<file path="src/rtl/vga_sched_pkg.sv">
// Shared definitions for the frame update scheduler: FSM encoding, VGA 640x480
// timing constants and the default watchdog limit.
package vga_sched_pkg;

    typedef enum logic {
        ST_IDLE = 1'b0,
        ST_RUN  = 1'b1
    } sched_state_e;

    // 640x480 @ 60 Hz timing, used by neighbours to place the update window.
    localparam int H_ACTIVE = 640;
    localparam int H_TOTAL  = 800;
    localparam int V_ACTIVE = 480;
    localparam int V_TOTAL  = 525;

    localparam int DEFAULT_TIMEOUT_CYCLES = 100000;

    function automatic int clog2_min1(input int value);
        return (value > 1) ? $clog2(value) : 1;
    endfunction

endpackage

</file>
<file path="src/rtl/phase_watchdog.sv">
// Per-phase cycle counter: cleared on phase start, counts while a phase is granted,
// saturates at TIMEOUT_CYCLES and flags the last permitted cycle.
module phase_watchdog #(
    parameter int TIMEOUT_CYCLES = 100000,
    localparam int CNT_W = $clog2(TIMEOUT_CYCLES + 1)
) (
    input  logic clk,
    input  logic reset,
    input  logic clear_i,
    input  logic count_en_i,
    output logic tc_o
);

    logic [CNT_W-1:0] count_q;
    logic [CNT_W-1:0] count_d;

    always_comb begin
        count_d = count_q;
        if (clear_i) begin
            count_d = '0;
        end else if (count_en_i && (count_q != CNT_W'(TIMEOUT_CYCLES))) begin
            count_d = count_q + CNT_W'(1);
        end
    end

    always_ff @(posedge clk) begin
        if (!reset) begin
            count_q <= '0;
        end else begin
            count_q <= count_d;
        end
    end

    assign tc_o = (count_q == CNT_W'(TIMEOUT_CYCLES - 1));

endmodule

</file>
<file path="src/rtl/frame_update_scheduler.sv">
// Launches one pass over the game update engines per FRAME_DIV frames, starting at
// the vsync falling edge, granting engines one at a time with watchdog and overrun flags.
module frame_update_scheduler
    import vga_sched_pkg::*;
#(
    parameter int NUM_PHASES     = 3,
    parameter int FRAME_DIV      = 1,
    parameter int TIMEOUT_CYCLES = DEFAULT_TIMEOUT_CYCLES,
    parameter int FRAME_CNT_W    = 16,
    localparam int PIDX_W = clog2_min1(NUM_PHASES)
) (
    input  logic                   clk,
    input  logic                   reset,
    input  logic                   vsync,
    input  logic                   enable,
    input  logic [NUM_PHASES-1:0]  done,
    input  logic                   clr_err,
    output logic [NUM_PHASES-1:0]  req,
    output logic [PIDX_W-1:0]      phase_idx,
    output logic                   seq_busy,
    output logic                   seq_done,
    output logic                   frame_tick,
    output logic [FRAME_CNT_W-1:0] frame_cnt,
    output logic                   overrun,
    output logic [NUM_PHASES-1:0]  err_phase,
    output sched_state_e           dbg_state_o
);

    localparam int DIV_W = clog2_min1(FRAME_DIV);

    sched_state_e           state_q;
    logic                   vsync_q;
    logic [NUM_PHASES-1:0]  req_q;
    logic [PIDX_W-1:0]      phase_q;
    logic                   busy_q;
    logic                   seq_done_q;
    logic                   tick_q;
    logic [FRAME_CNT_W-1:0] cnt_q, cnt_d;
    logic [DIV_W-1:0]       div_q, div_d;
    logic                   overrun_q, overrun_d;
    logic [NUM_PHASES-1:0]  err_q, err_d;

    logic sof;
    logic div_term;
    logic launch;
    logic done_hit;
    logic wd_tc;
    logic phase_end;
    logic timeout_end;
    logic last_phase;

    assign sof         = vsync_q & ~vsync;
    assign div_term    = (div_q == DIV_W'(FRAME_DIV - 1));
    assign launch      = sof & div_term & enable & (state_q == ST_IDLE);
    // req is one-hot in RUN, so this picks out done of the granted engine only.
    assign done_hit    = |(req_q & done);
    assign phase_end   = (state_q == ST_RUN) & (done_hit | wd_tc);
    assign timeout_end = (state_q == ST_RUN) & wd_tc & ~done_hit;
    assign last_phase  = (phase_q == PIDX_W'(NUM_PHASES - 1));

    phase_watchdog #(
        .TIMEOUT_CYCLES(TIMEOUT_CYCLES)
    ) u_watchdog (
        .clk       (clk),
        .reset     (reset),
        .clear_i   (launch | phase_end),
        .count_en_i(state_q == ST_RUN),
        .tc_o      (wd_tc)
    );

    always_comb begin
        cnt_d = cnt_q;
        div_d = div_q;
        if (sof) begin
            cnt_d = cnt_q + FRAME_CNT_W'(1);
            div_d = div_term ? '0 : div_q + DIV_W'(1);
        end
    end

    // Sticky flags: a set event in the same cycle as clr_err keeps the flag high.
    always_comb begin
        overrun_d = overrun_q & ~clr_err;
        if (sof && (state_q == ST_RUN)) begin
            overrun_d = 1'b1;
        end
        err_d = err_q & ~{NUM_PHASES{clr_err}};
        if (timeout_end) begin
            err_d = err_d | req_q;
        end
    end

    always_ff @(posedge clk) begin
        if (!reset) begin
            state_q    <= ST_IDLE;
            vsync_q    <= 1'b1;
            req_q      <= '0;
            phase_q    <= '0;
            busy_q     <= 1'b0;
            seq_done_q <= 1'b0;
            tick_q     <= 1'b0;
            cnt_q      <= '0;
            div_q      <= '0;
            overrun_q  <= 1'b0;
            err_q      <= '0;
        end else begin
            vsync_q    <= vsync;
            tick_q     <= sof;
            cnt_q      <= cnt_d;
            div_q      <= div_d;
            overrun_q  <= overrun_d;
            err_q      <= err_d;
            seq_done_q <= 1'b0;
            case (state_q)
                ST_IDLE: begin
                    if (launch) begin
                        state_q <= ST_RUN;
                        req_q   <= NUM_PHASES'(1);
                        phase_q <= '0;
                        busy_q  <= 1'b1;
                    end
                end
                ST_RUN: begin
                    if (phase_end) begin
                        if (last_phase) begin
                            state_q    <= ST_IDLE;
                            req_q      <= '0;
                            phase_q    <= '0;
                            busy_q     <= 1'b0;
                            seq_done_q <= 1'b1;
                        end else begin
                            req_q   <= req_q << 1;
                            phase_q <= phase_q + PIDX_W'(1);
                        end
                    end
                end
                default: begin
                    state_q <= ST_IDLE;
                    req_q   <= '0;
                    phase_q <= '0;
                    busy_q  <= 1'b0;
                end
            endcase
        end
    end

    assign req         = req_q;
    assign phase_idx   = phase_q;
    assign seq_busy    = busy_q;
    assign seq_done    = seq_done_q;
    assign frame_tick  = tick_q;
    assign frame_cnt   = cnt_q;
    assign overrun     = overrun_q;
    assign err_phase   = err_q;
    assign dbg_state_o = state_q;

endmodule

</file>
<file path="config.mk">
export PLATFORM = sky130hd
export DESIGN_NAME = frame_update_scheduler
export DESIGN_NICKNAME = d
export VERILOG_FILES = /design/src/rtl/vga_sched_pkg.sv /design/src/rtl/phase_watchdog.sv /design/src/rtl/frame_update_scheduler.sv
export SDC_FILE = /design/constraint.sdc
export NUM_CORES = 1
export LEC_CHECK = 0
export ABC_AREA = 1
export BUFFER_PORTS_ARGS = -buffer_cell sky130_fd_sc_hd__buf_4
export CAP_MARGIN = 30
export CORE_MARGIN = 2
export CORE_UTILIZATION = 25
export DETAILED_ROUTE_END_ITERATION = 10
export GPL_ROUTABILITY_DRIVEN = 0
export HOLD_SLACK_MARGIN = 0.1
export PLACE_DENSITY = 0.54
export SETUP_SLACK_MARGIN = 0.15
export SYNTH_ARGS = -nofsm -noshare
export SYNTH_HDL_FRONTEND = slang
export SYNTH_SLANG_ARGS = --single-unit
</file>
<file path="constraint.sdc">
create_clock -name clk -period 4.1 [get_ports clk]
set_input_delay 0.82 -clock clk [delete_from_list [all_inputs] [get_ports clk]]
set_output_delay 0.82 -clock clk [all_outputs]
set_load 0.02 [all_outputs]
</file>
==> results.json, run 1 <==
{
  "synth_top_area_share_pct": 38.6,
  "crit_buf_inv": 1,
  "path_cells": "buf_4",
  "insertion_delay_ns": 0.30,
  "grt_pass1_wl_um": 9830,
  "synth-simple-area-share_pct": 36.9,
  "finalWorstSetupSlack_ns": 2.02,
  "setup_viol": 0,
  "holdPathEnd": "err_phase[2]",
  "clock_sinks": 47,
  "grt_max_degree": 18,
  "crit_family": "flip-flops",
  "yosys-top-cells-area": "dfxtp_1 39%, nand2_1 16%, nor2_1 7.6%",
  "utilization_pct": 30.4,
  "ant_nets": 0,
  "stdcell_count": 529,
  "grt-ovfl-total": 0,
  "post-route-min-period_ns": 2.08,
  "cts_tree": "yes",
  "vias": 2280,
  "post-route-period-util_pct": 50.8,
  "ctsResizeCount": 0,
  "r2r_end": "u_watchdog.count_q[5]",
  "synth_top_family_by_area": "simple AND/OR/NAND/NOR gates",
  "drive_gt1_share_pct": 15.2,
  "p_leak_uw": 0.00109,
  "fp.coreArea_mm2": 0.00959,
  "globalRouteTotalUtil_pct": 11.5,
  "nFillCells": 1075,
  "dieHeight_um": 103,
  "synth_cells": 361,
  "numCtsBuffers": 5,
  "worstSetupPathType": "flop to output port",
  "synth_compound_area_share_pct": 10.3,
  "h-tree-depth": 2,
  "synth_fa_ha_area_share_pct": 1.54,
  "hold_class": "flop to flop",
  "viasPerCell": 4.31,
  "start_util_pct": 25.4,
  "yosysSeqAreaShare_pct": 38.6,
  "cts_setup_buffers": 0,
  "num_rows": 36,
  "synth.avg_cell_area_um2": 6.75,
  "drt-initial-drc-count": 59,
  "ys_warn_count": 0,
  "worstMarginPinSlew_ns": 0.599,
  "area_growth_pct": 19.6,
  "slew_headroom_pct": 60.0,
  "drc": 0,
  "dp_slack_ns": 2.01,
  "cts_buffer_depth": 2,
  "endpoint_kind": "output port",
  "yosys.area.top_type": "dfxtp_1",
  "maxCapViolCount": 0,
  "setup_tns_ns": 0,
  "rsz0062_at_grt": "no",
  "cp.required_ns": 3.28,
  "r2r-start": "dbg_state_o",
  "crit_slowest_cell": "dfxtp_1",
  "clkSlewWorstSetupHoldPaths_ns": 0.09,
  "hold_path_startpoint": "err_phase[2]",
  "max_freq_mhz": 480,
  "rr_worst_depth": 4,
  "slowest_delay_ns": 0.71,
  "irDropWorstVdd_mv": 0.165,
  "post-place-cells": 522,
  "outcome": "finished, final reports clean",
  "synthFlopType": "dfxtp_1",
  "crit_arrival_ns": 1.26,
  "diodes": 0,
  "seqCellArea_um2": 941,
  "synth_xor_area_share_pct": 3.60,
  "finalHoldViolations": 0,
  "synth_common_cells": "106 x nand2_1, 49 x nor2_1, 47 x dfxtp_1",
  "nNetsFinal": 407,
  "r2r_slack_ns": 2.44,
  "portBuffers": 36,
  "grt_pass1_vias": 2134,
  "fin_worst_skew_ns": 0.00733,
  "cp_max_fo": 14,
  "synth_mux_area_share_pct": 0,
  "p_per_area_mw_per_mm2": 305,
  "cts_hold_buffers": 0,
  "dp_hpwl_um": 4250,
  "dieArea_mm2": 0.0106,
  "yosysMostFrequentCell": "nand2_1",
  "synth_nets": 372,
  "cts-root-buf": "clkbuf_8",
  "first_pass_iters": 4,
  "avgRoutedWirePerCell_um": 10.9,
  "multiInputGateArea_mm2": 0.00127,
  "async_flop_share_pct": 0,
  "syn-cell-area_mm2": 0.00244,
  "synth_edf_count": 0,
  "min_path_cells": 2,
  "die_width_um": 103,
  "start_kind": "flop",
  "ioPinCount": 37,
  "wirelength_um": 5780,
  "synth_seq_cells": 47,
  "grt_antenna_before_repair": 0,
  "slew_viol_final": 0,
  "ys_types": 28
}
==> flip-flops by register name, indices dropped and copies added, names as in the netlist, 2 cells and up <==
name / count
frame_cnt: 16
req: 3
phase_idx: 2
u_watchdog.count_q: 17
err_phase: 3
==> metrics by stage <==
| step | instance area (µm²) | total power [µW] | hold slack, ns |
|---|---|---|---|
| 3_5_place_dp | 2810 | 563 | 0.459 |
| 3_3_place_gp | 2810 | 562 | 0.462 |
| 5_1_grt | 2910 | 934 | 0.498 |
| 4_1_cts | 2910 | 905 | 0.474 |
| 2_1_floorplan | 2440 | 538 | 0.452 |
| 6_report | 2910 | 890 | 0.470 |
==> tightest hold or removal path, stage by stage (launching register included) <==
cell,delay [ns]
dfxtp_1,0.32
nand2_1,0.06
a21oi_1,0.05
==> report_power, final <==
part,leakage (µW),switching [µW],internal [µW]
logic,0.000663,47.8,26.1
clock network,0.0000502,160,178
registers,0.000381,11.8,465
total,0.00109,220,670
==> layout make-up <==
type / count / share of cell area, %
clock buffer: 5 / 2.36
clock inverter: 2 / 1.29
inverter: 41 / 5.28
multi-input combinational: 265 / 43.8
sequential: 47 / 32.3
tap: 133 / 5.71
timing repair buffer: 36 / 9.28
==> routing by layer <==
metal / global-route usage [%] / part of all wire (%) / wire, µm / up-vias
li1: - / - / - / 1211
met1: 14.9 / 49 / 2840 / 1030
met4: 2.67 / 0.90 / 52 / 0
met5: 0 / 0 / 0 / -
met3: 2.92 / 4.0 / 231 / 6
met2: 19.2 / 46 / 2660 / 33
==> cells in the final DEF (no fill, tap or decap) <==
| master | count |
|---|---|
| buf_4 | 36 |
| nor3b_1 | 1 |
| nand4_4 | 1 |
| a21oi_2 | 5 |
| nand2_2 | 3 |
| nor3_1 | 9 |
| a32o_1 | 1 |
| nand3b_1 | 2 |
| o21ai_0 | 11 |
| nand2_4 | 1 |
| a21oi_1 | 27 |
| clkbuf_8 | 5 |
| inv_1 | 39 |
| a211oi_1 | 1 |
| xnor2_1 | 4 |
| xor2_1 | 6 |
| ha_1 | 3 |
| clkinvlp_4 | 1 |
| nand3_2 | 2 |
| inv_2 | 2 |
| nor2_2 | 3 |
| nor2_1 | 49 |
| dfxtp_1 | 47 |
| nand2_1 | 106 |
| nand3_1 | 23 |
| bufinv_16 | 1 |
| nand4_1 | 7 |
==> worst max path at each step <==
stage,start,endpoint,depth (start not counted)
6_report,dbg_state_o,dbg_state_o,1
3_5_place_dp,vsync,frame_cnt[11],9
2_1_floorplan,vsync,frame_cnt[11],8
3_3_place_gp,vsync,frame_cnt[11],9
5_1_grt,dbg_state_o,dbg_state_o,1
4_1_cts,dbg_state_o,dbg_state_o,1
==> cells by family (layout without fill, tap and decap cells) <==
family,Yosys count,count (layout)
compound gates,45,45
xor+xnor,10,10
fa+ha+maj,3,3
buf+inv,49,84
flops,47,47
simple gates,207,207
Power figures use the tool's default switching activity.
==> run 2, diff against run 1 <==
--- a/config.mk
+++ b/config.mk
@@ -5,7 +5,7 @@
 export SDC_FILE = /design/constraint.sdc
 export NUM_CORES = 1
 export LEC_CHECK = 0
-export ABC_AREA = 1
+export ABC_AREA = 0
 export BUFFER_PORTS_ARGS = -buffer_cell sky130_fd_sc_hd__buf_4
 export CAP_MARGIN = 30
 export CORE_MARGIN = 2
==> constraint.sdc (replaced) <==
create_clock -name clk -period 2.11 [get_ports clk]
set_input_delay 0.422 -clock clk [delete_from_list [all_inputs] [get_ports clk]]
set_output_delay 0.422 -clock clk [all_outputs]
set_load 0.02 [all_outputs]
==> results.json, run 2 <==
{
  "outcome": "finished, final reports clean",
  "slowest_delay_ns": 0.51,
  "synth_cells": 243,
  "final_cell_mix": "45 x dfxtp_1, 43 x buf_4, 32 x nor2_1, 16 x nand2_1",
  "grt_max_degree": 19,
  "cts_setup_buffers": 0,
  "p_leak_uw": 0.000952,
  "final_cell_area_mm2": 0.00266,
  "insertion_delay_ns": 0.30,
  "dieHeight_um": 97.2,
  "yosysMostFrequentCell": "dfxtp_1",
  "setup_viol": 0,
  "slew_viol_final": 0,
  "ys_types": 43,
  "finalHoldViolations": 0,
  "ioPinCount": 37,
  "viasPerCell": 4.65,
  "final_common_cell": "dfxtp_1",
  "irDropWorstVdd_mv": 0.258,
  "syn-cell-area_mm2": 0.00217,
  "maxCapViolCount": 0,
  "synth_top_area_share_pct": 43.3,
  "internal-power_uw": 1180,
  "rsz0062_at_grt": "no",
  "setup_tns_ns": 0,
  "yosys-top-cells-area": "dfxtp_1 43%, xnor2_1 5.6%, nor2_1 5.5%",
  "p_per_area_mw_per_mm2": 583,
  "post-route-period-util_pct": 85.7,
  "cts_buffer_depth": 2,
  "diodes": 0,
  "async_flop_share_pct": 0,
  "die_width_um": 97.2,
  "post-route-min-period_ns": 1.81,
  "synth_edf_count": 0,
  "finalWorstSetupSlack_ns": 0.303,
  "synth.avg_cell_area_um2": 8.94,
  "drc": 0,
  "cp.required_ns": 2.36,
  "max_flop_register": "u_watchdog.count_q",
  "clockPowerShare_pct": 34.0,
  "clkSlewWorstSetupHoldPaths_ns": 0.09,
  "worstSetupPathType": "flop to flop",
  "grt_antenna_before_repair": 0,
  "cp_max_fo": 4,
  "avgRoutedWirePerCell_um": 12.1,
  "slew_headroom_pct": 66.7,
  "cts-root-buf": "clkbuf_8",
  "nFillCells": 909,
  "synth_common_cells": "47 x dfxtp_1, 32 x nor2_1, 16 x nand2_1",
  "max_freq_mhz": 553,
  "start_kind": "flop",
  "switchingPower_uw": 373,
  "portBuffers": 36,
  "utilization_pct": 31.2,
  "comb_power_share_pct": 7.5,
  "grt_pass1_wl_um": 8110,
  "hold_class": "input pin to flop",
  "worstMarginPinSlew_ns": 0.499,
  "placed_area_mm2": 0.00257,
  "cts_hold_buffers": 0,
  "num_rows": 34,
  "numCtsBuffers": 5,
  "nNetsFinal": 296,
  "sequentialPowerShare_pct": 58.5,
  "wirelength_um": 4750,
  "crit_slowest_cell": "or4b_4",
  "fin_worst_skew_ns": 0.00968,
  "yosysSeqAreaShare_pct": 43.3,
  "start_util_pct": 25.4,
  "vias": 1833,
  "h-tree-depth": 2,
  "dieArea_mm2": 0.00945,
  "path_cells": "ha_2 > nand2_1 > or4b_4 > o21ai_0 > and3_1",
  "dp_slack_ns": 0.167,
  "ant_nets": 0,
  "yosys.area.top_type": "dfxtp_1",
  "drive_gt1_share_pct": 23.1,
  "synth_seq_cells": 47,
  "cts_tree": "yes",
  "grt-ovfl-total": 0,
  "dp_hpwl_um": 3510,
  "first_pass_iters": 4,
  "drt-initial-drc-count": 55,
  "fp.coreArea_mm2": 0.00855,
  "globalRouteTotalUtil_pct": 10.2,
  "grt_pass1_vias": 1706,
  "clock_sinks": 47,
  "crit_arrival_ns": 2.06,
  "area_growth_pct": 22.6,
  "endpoint_kind": "flop",
  "synthFlopType": "dfxtp_1",
  "largest_register_ffs": 17,
  "swShare_pct": 24.0,
  "ys_warn_count": 0,
  "synth_nets": 254
}
==> run 2: cell count changes after synthesis, sizes merged, moves of 5 or more <==
cell	before	now
mux2i	0	5
nand4	8	15
nand2	110	17
nand3	25	9
nor2	52	32
nor4	0	7
a21oi	32	10
xnor2	4	14
or3	0	6
inv	41	10
nor3	9	4
==> run 2: per-layer routing <==
layer | track usage (%) | part of all wire (%)
met1 | 13.7 | 49
met2 | 16.2 | 45
met3 | 2.37 | 4.3
met4 | 3.21 | 1.3
met5 | 0 | 0
==> run 2: cell families (layout without fill, tap and decap cells) <==
logic type | count (synthesis) | in the layout | synth area share (%)
AND/OR/NAND/NOR | 119 | 119 | 30.9
flip-flops | 47 | 47 | 43.3
multiplexers | 5 | 5 | 2.30
adder cells (fa/ha/maj) | 3 | 3 | 1.73
buffers and inverters | 18 | 61 | 4.32
XOR/XNOR | 24 | 24 | 9.68
AO/OA/AOI/OAI | 27 | 27 | 7.72
==> run 2: path summary, 6_finish.rpt <==
path                                            start             to  slack (ns)  cells after the start
worst min-delay path                            vsync        vsync_q        0.35                      2
worst min register to register          frame_cnt[15]  frame_cnt[15]        0.49                      2
worst max-delay path            u_watchdog.count_q[0]       seq_done        0.30                      5
worst max register to register  u_watchdog.count_q[0]       seq_done        0.30                      5
==> run 2: metrics by stage <==
stage | std cells | total power [µW] | hold slack (ns)
after detailed placement | 386 | 1050 | 0.477
final | 394 | 1550 | 0.349
after floorplan | 243 | 998 | 0.454
after CTS | 394 | 1590 | 0.338
after global routing | 394 | 1640 | 0.359
after global placement | 386 | 1050 | 0.468
==> run 2: timing repair <==
action                                 4_1_cts  5_1_grt
endpoints found under the hold margin        0        0
gates resized for setup                      0        3
setup endpoints to repair                    0        8
==> run 2: final cells by class <==
type	instances	area, µm²	share of cell area (%)
clock inverter	2	12.5	0.470
timing repair buffer	43	323	12.1
tap	108	135	5.07
clock buffer	6	72.6	2.72
inverter	10	37.5	1.41
multi-input combinational	178	1140	42.8
sequential	47	943	35.4
==> run 2: power by group through the flow <==
stage / combinational (µW) / clock, µW / sequential, µW
global placement: 118 / 0 / 929
CTS: 119 / 559 / 909
detailed placement: 118 / 0 / 930
floorplan: 55.2 / 0 / 942
finish: 117 / 527 / 909
global route: 129 / 599 / 911
==> run 2: critical path, delay by kind of cell, from the launching register on <==
kind,cells,cell delay (ns)
AO/OA/AOI/OAI,1,0.39
AND/OR/NAND/NOR,3,0.81
adder cells (fa/ha/maj),1,0.20
flip-flops,1,0.36
==> run 3, diff against run 2 <==
--- a/config.mk
+++ b/config.mk
@@ -6,14 +6,15 @@
 export NUM_CORES = 1
 export LEC_CHECK = 0
 export ABC_AREA = 0
-export BUFFER_PORTS_ARGS = -buffer_cell sky130_fd_sc_hd__buf_4
 export CAP_MARGIN = 30
 export CORE_MARGIN = 2
 export CORE_UTILIZATION = 25
 export DETAILED_ROUTE_END_ITERATION = 10
+export DONT_BUFFER_PORTS = 1
 export GPL_ROUTABILITY_DRIVEN = 0
+export GPL_TIMING_DRIVEN = 0
 export HOLD_SLACK_MARGIN = 0.1
-export PLACE_DENSITY = 0.54
+export PLACE_DENSITY_LB_ADDON = 0.15
 export SETUP_SLACK_MARGIN = 0.15
 export SYNTH_ARGS = -nofsm -noshare
 export SYNTH_HDL_FRONTEND = slang
==> results.json, run 3 (synthesis results as in run 2) <==
{
  "outcome": "finished, final reports clean",
  "p_leak_uw": 0.000824,
  "viasPerCell": 4.77,
  "cts_tree": "yes",
  "globalRouteTotalUtil_pct": 10.9,
  "p_per_area_mw_per_mm2": 686,
  "start_util_pct": 25.4,
  "switchingPower_uw": 394,
  "cts_buffer_depth": 2,
  "r2r_slack_ns": 0.26,
  "max_flop_register": "u_watchdog.count_q",
  "internal-power_uw": 1320,
  "timing.hold.ws_ns": 0.213,
  "slowest_delay_ns": 0.54,
  "r2r_end": "err_phase[2]",
  "crit_cells": 5,
  "sequentialPowerShare_pct": 54.3,
  "drc": 0,
  "num_rows": 34,
  "insertion_delay_ns": 0.30,
  "diodes": 0,
  "clkSlewWorstSetupHoldPaths_ns": 0.09,
  "nFillCells": 911,
  "nNetsFinal": 266,
  "final_cell_mix": "40 x dfxtp_1, 32 x nor2_1, 16 x nand2_1, 14 x nand4_1, 14 x xnor2_1",
  "endpoint": "err_phase[2]",
  "h-tree-depth": 2,
  "start_kind": "flop",
  "drive_gt1_share_pct": 15.6,
  "finalWorstSetupSlack_ns": 0.259,
  "rsz0062_at_grt": "no",
  "slew_headroom_pct": 65.9,
  "dp_hpwl_um": 3650,
  "vias": 1736,
  "area_growth_pct": 14.9,
  "cp_max_fo": 4,
  "numCtsBuffers": 5,
  "crit_buf_inv": 0,
  "seqCellArea_um2": 952,
  "largest_register_ffs": 17,
  "worstSetupPathType": "flop to flop",
  "power_uw": 1710,
  "clock_sinks": 47,
  "die_width_um": 97.2,
  "swShare_pct": 23.0,
  "path_cells": "ha_2 > nand2_1 > or4b_4 > or4_4 > o21ai_2",
  "fp.coreArea_mm2": 0.00855,
  "finalHoldViolations": 0,
  "wl_met1_um": 2490,
  "ioPinCount": 37,
  "endpoint_kind": "flop",
  "drt-initial-drc-count": 80,
  "grt_antenna_before_repair": 0,
  "wirelength_um": 5080,
  "cp.required_ns": 2.36,
  "multiInputGateArea_mm2": 0.00115,
  "cts_hold_buffers": 0,
  "hold_class": "input pin to flop",
  "dr_wl_met2_um": 2310,
  "crit_slowest_cell": "or4b_4",
  "dieHeight_um": 97.2,
  "irDropWorstVdd_mv": 0.277,
  "grt-ovfl-total": 0,
  "final_common_cell": "dfxtp_1",
  "grt_max_degree": 15,
  "r2r-start": "u_watchdog.count_q[0]",
  "grt_pass1_wl_um": 8470,
  "first_pass_iters": 4,
  "top_layer": "met4",
  "crit_path_start": "u_watchdog.count_q[0]",
  "crit_arrival_ns": 2.10,
  "grt_pass1_vias": 1734,
  "crit_family": "simple AND/OR/NAND/NOR gates",
  "fin_worst_skew_ns": 0.00751,
  "dieArea_mm2": 0.00945,
  "ant_nets": 0,
  "post-route-min-period_ns": 1.85,
  "cts-root-buf": "clkbuf_8",
  "worstMarginPinSlew_ns": 0.512,
  "portBuffers": 0,
  "slew_viol_final": 0,
  "comb_power_share_pct": 4.6,
  "avgRoutedWirePerCell_um": 14.0,
  "post-route-period-util_pct": 87.7,
  "rr_worst_depth": 5,
  "max_freq_mhz": 540,
  "clockPowerShare_pct": 41.2,
  "met3_wirelength_um": 222,
  "maxCapViolCount": 0,
  "dp_slack_ns": -0.126,
  "setup_viol": 0
}
-- run 3: cell types whose count changed in the layout (fill, tap and decap cells not counted), sizes merged --
| cell | delta |
|---|---|
| buf | -34 |
| clkbuf | +4 |
| bufinv | +1 |
| clkinvlp | -1 |
-- run 3: routing by layer --
layer	GRT usage [%]	vias to the layer above
met5	0	-
met4	3.53	0
met3	3.38	4
met2	17.3	24
met1	14.1	819
li1	-	889
-- run 3: stage by stage --
stage | TNS (ns) | cells | util (%) | instance area [µm²]
5_1_grt | 0 | 364 | 29.2 | 2490
2_1_floorplan | 0 | 243 | - | 2170
3_3_place_gp | -0.605 | 351 | 27.0 | 2310
3_5_place_dp | -1.34 | 351 | 27.0 | 2310
4_1_cts | 0 | 364 | 29.1 | 2490
6_report | 0 | 364 | 29.2 | 2490
-- run 3: worst register-to-register path, stage by stage (launching register included) --
cell     delay [ns]
dfxtp_2        0.36
ha_2           0.20
nand2_1        0.09
or4b_4         0.54
or4_4          0.49
o21ai_2        0.12
-- run 3: power by group through the flow --
stage	combinational [µW]	sequential [µW]	clock, µW
after floorplan	55.2	942	0
after global placement	72.4	949	0
after detailed placement	72.8	949	0
after CTS	80.6	929	735
after global routing	88.5	932	761
final	78.0	929	705
-- run 3: cell type report --
class | count | area share (%)
multi-input cells | 178 | 46.3
flip-flops and latches | 47 | 38.2
well taps | 108 | 5.42
clock buffers | 6 | 3.31
plain buffers | 8 | 2.41
repair buffers | 5 | 1.50
inverters | 10 | 1.50
clock inverters | 2 | 1.40
-- run 3: worst min path at each step --
stage	startpoint	endpoint	slack, ns	depth (start not counted)
3_3_place_gp	u_watchdog.count_q[16]	u_watchdog.count_q[16]	0.47	2
2_1_floorplan	u_watchdog.count_q[16]	u_watchdog.count_q[16]	0.45	2
5_1_grt	vsync	vsync_q	0.20	1
4_1_cts	vsync	vsync_q	0.20	1
3_5_place_dp	u_watchdog.count_q[16]	u_watchdog.count_q[16]	0.48	2
6_report	vsync	vsync_q	0.21	1
-- run 3: repair_timing --
| action | CTS | global route |
|---|---|---|
| endpoints found under the hold margin | 0 | 0 |
| pin swaps | 3 | 1 |
| setup buffers | 5 | 0 |
| endpoints found under the setup margin | 19 | 8 |
| resized for setup | 9 | 5 |
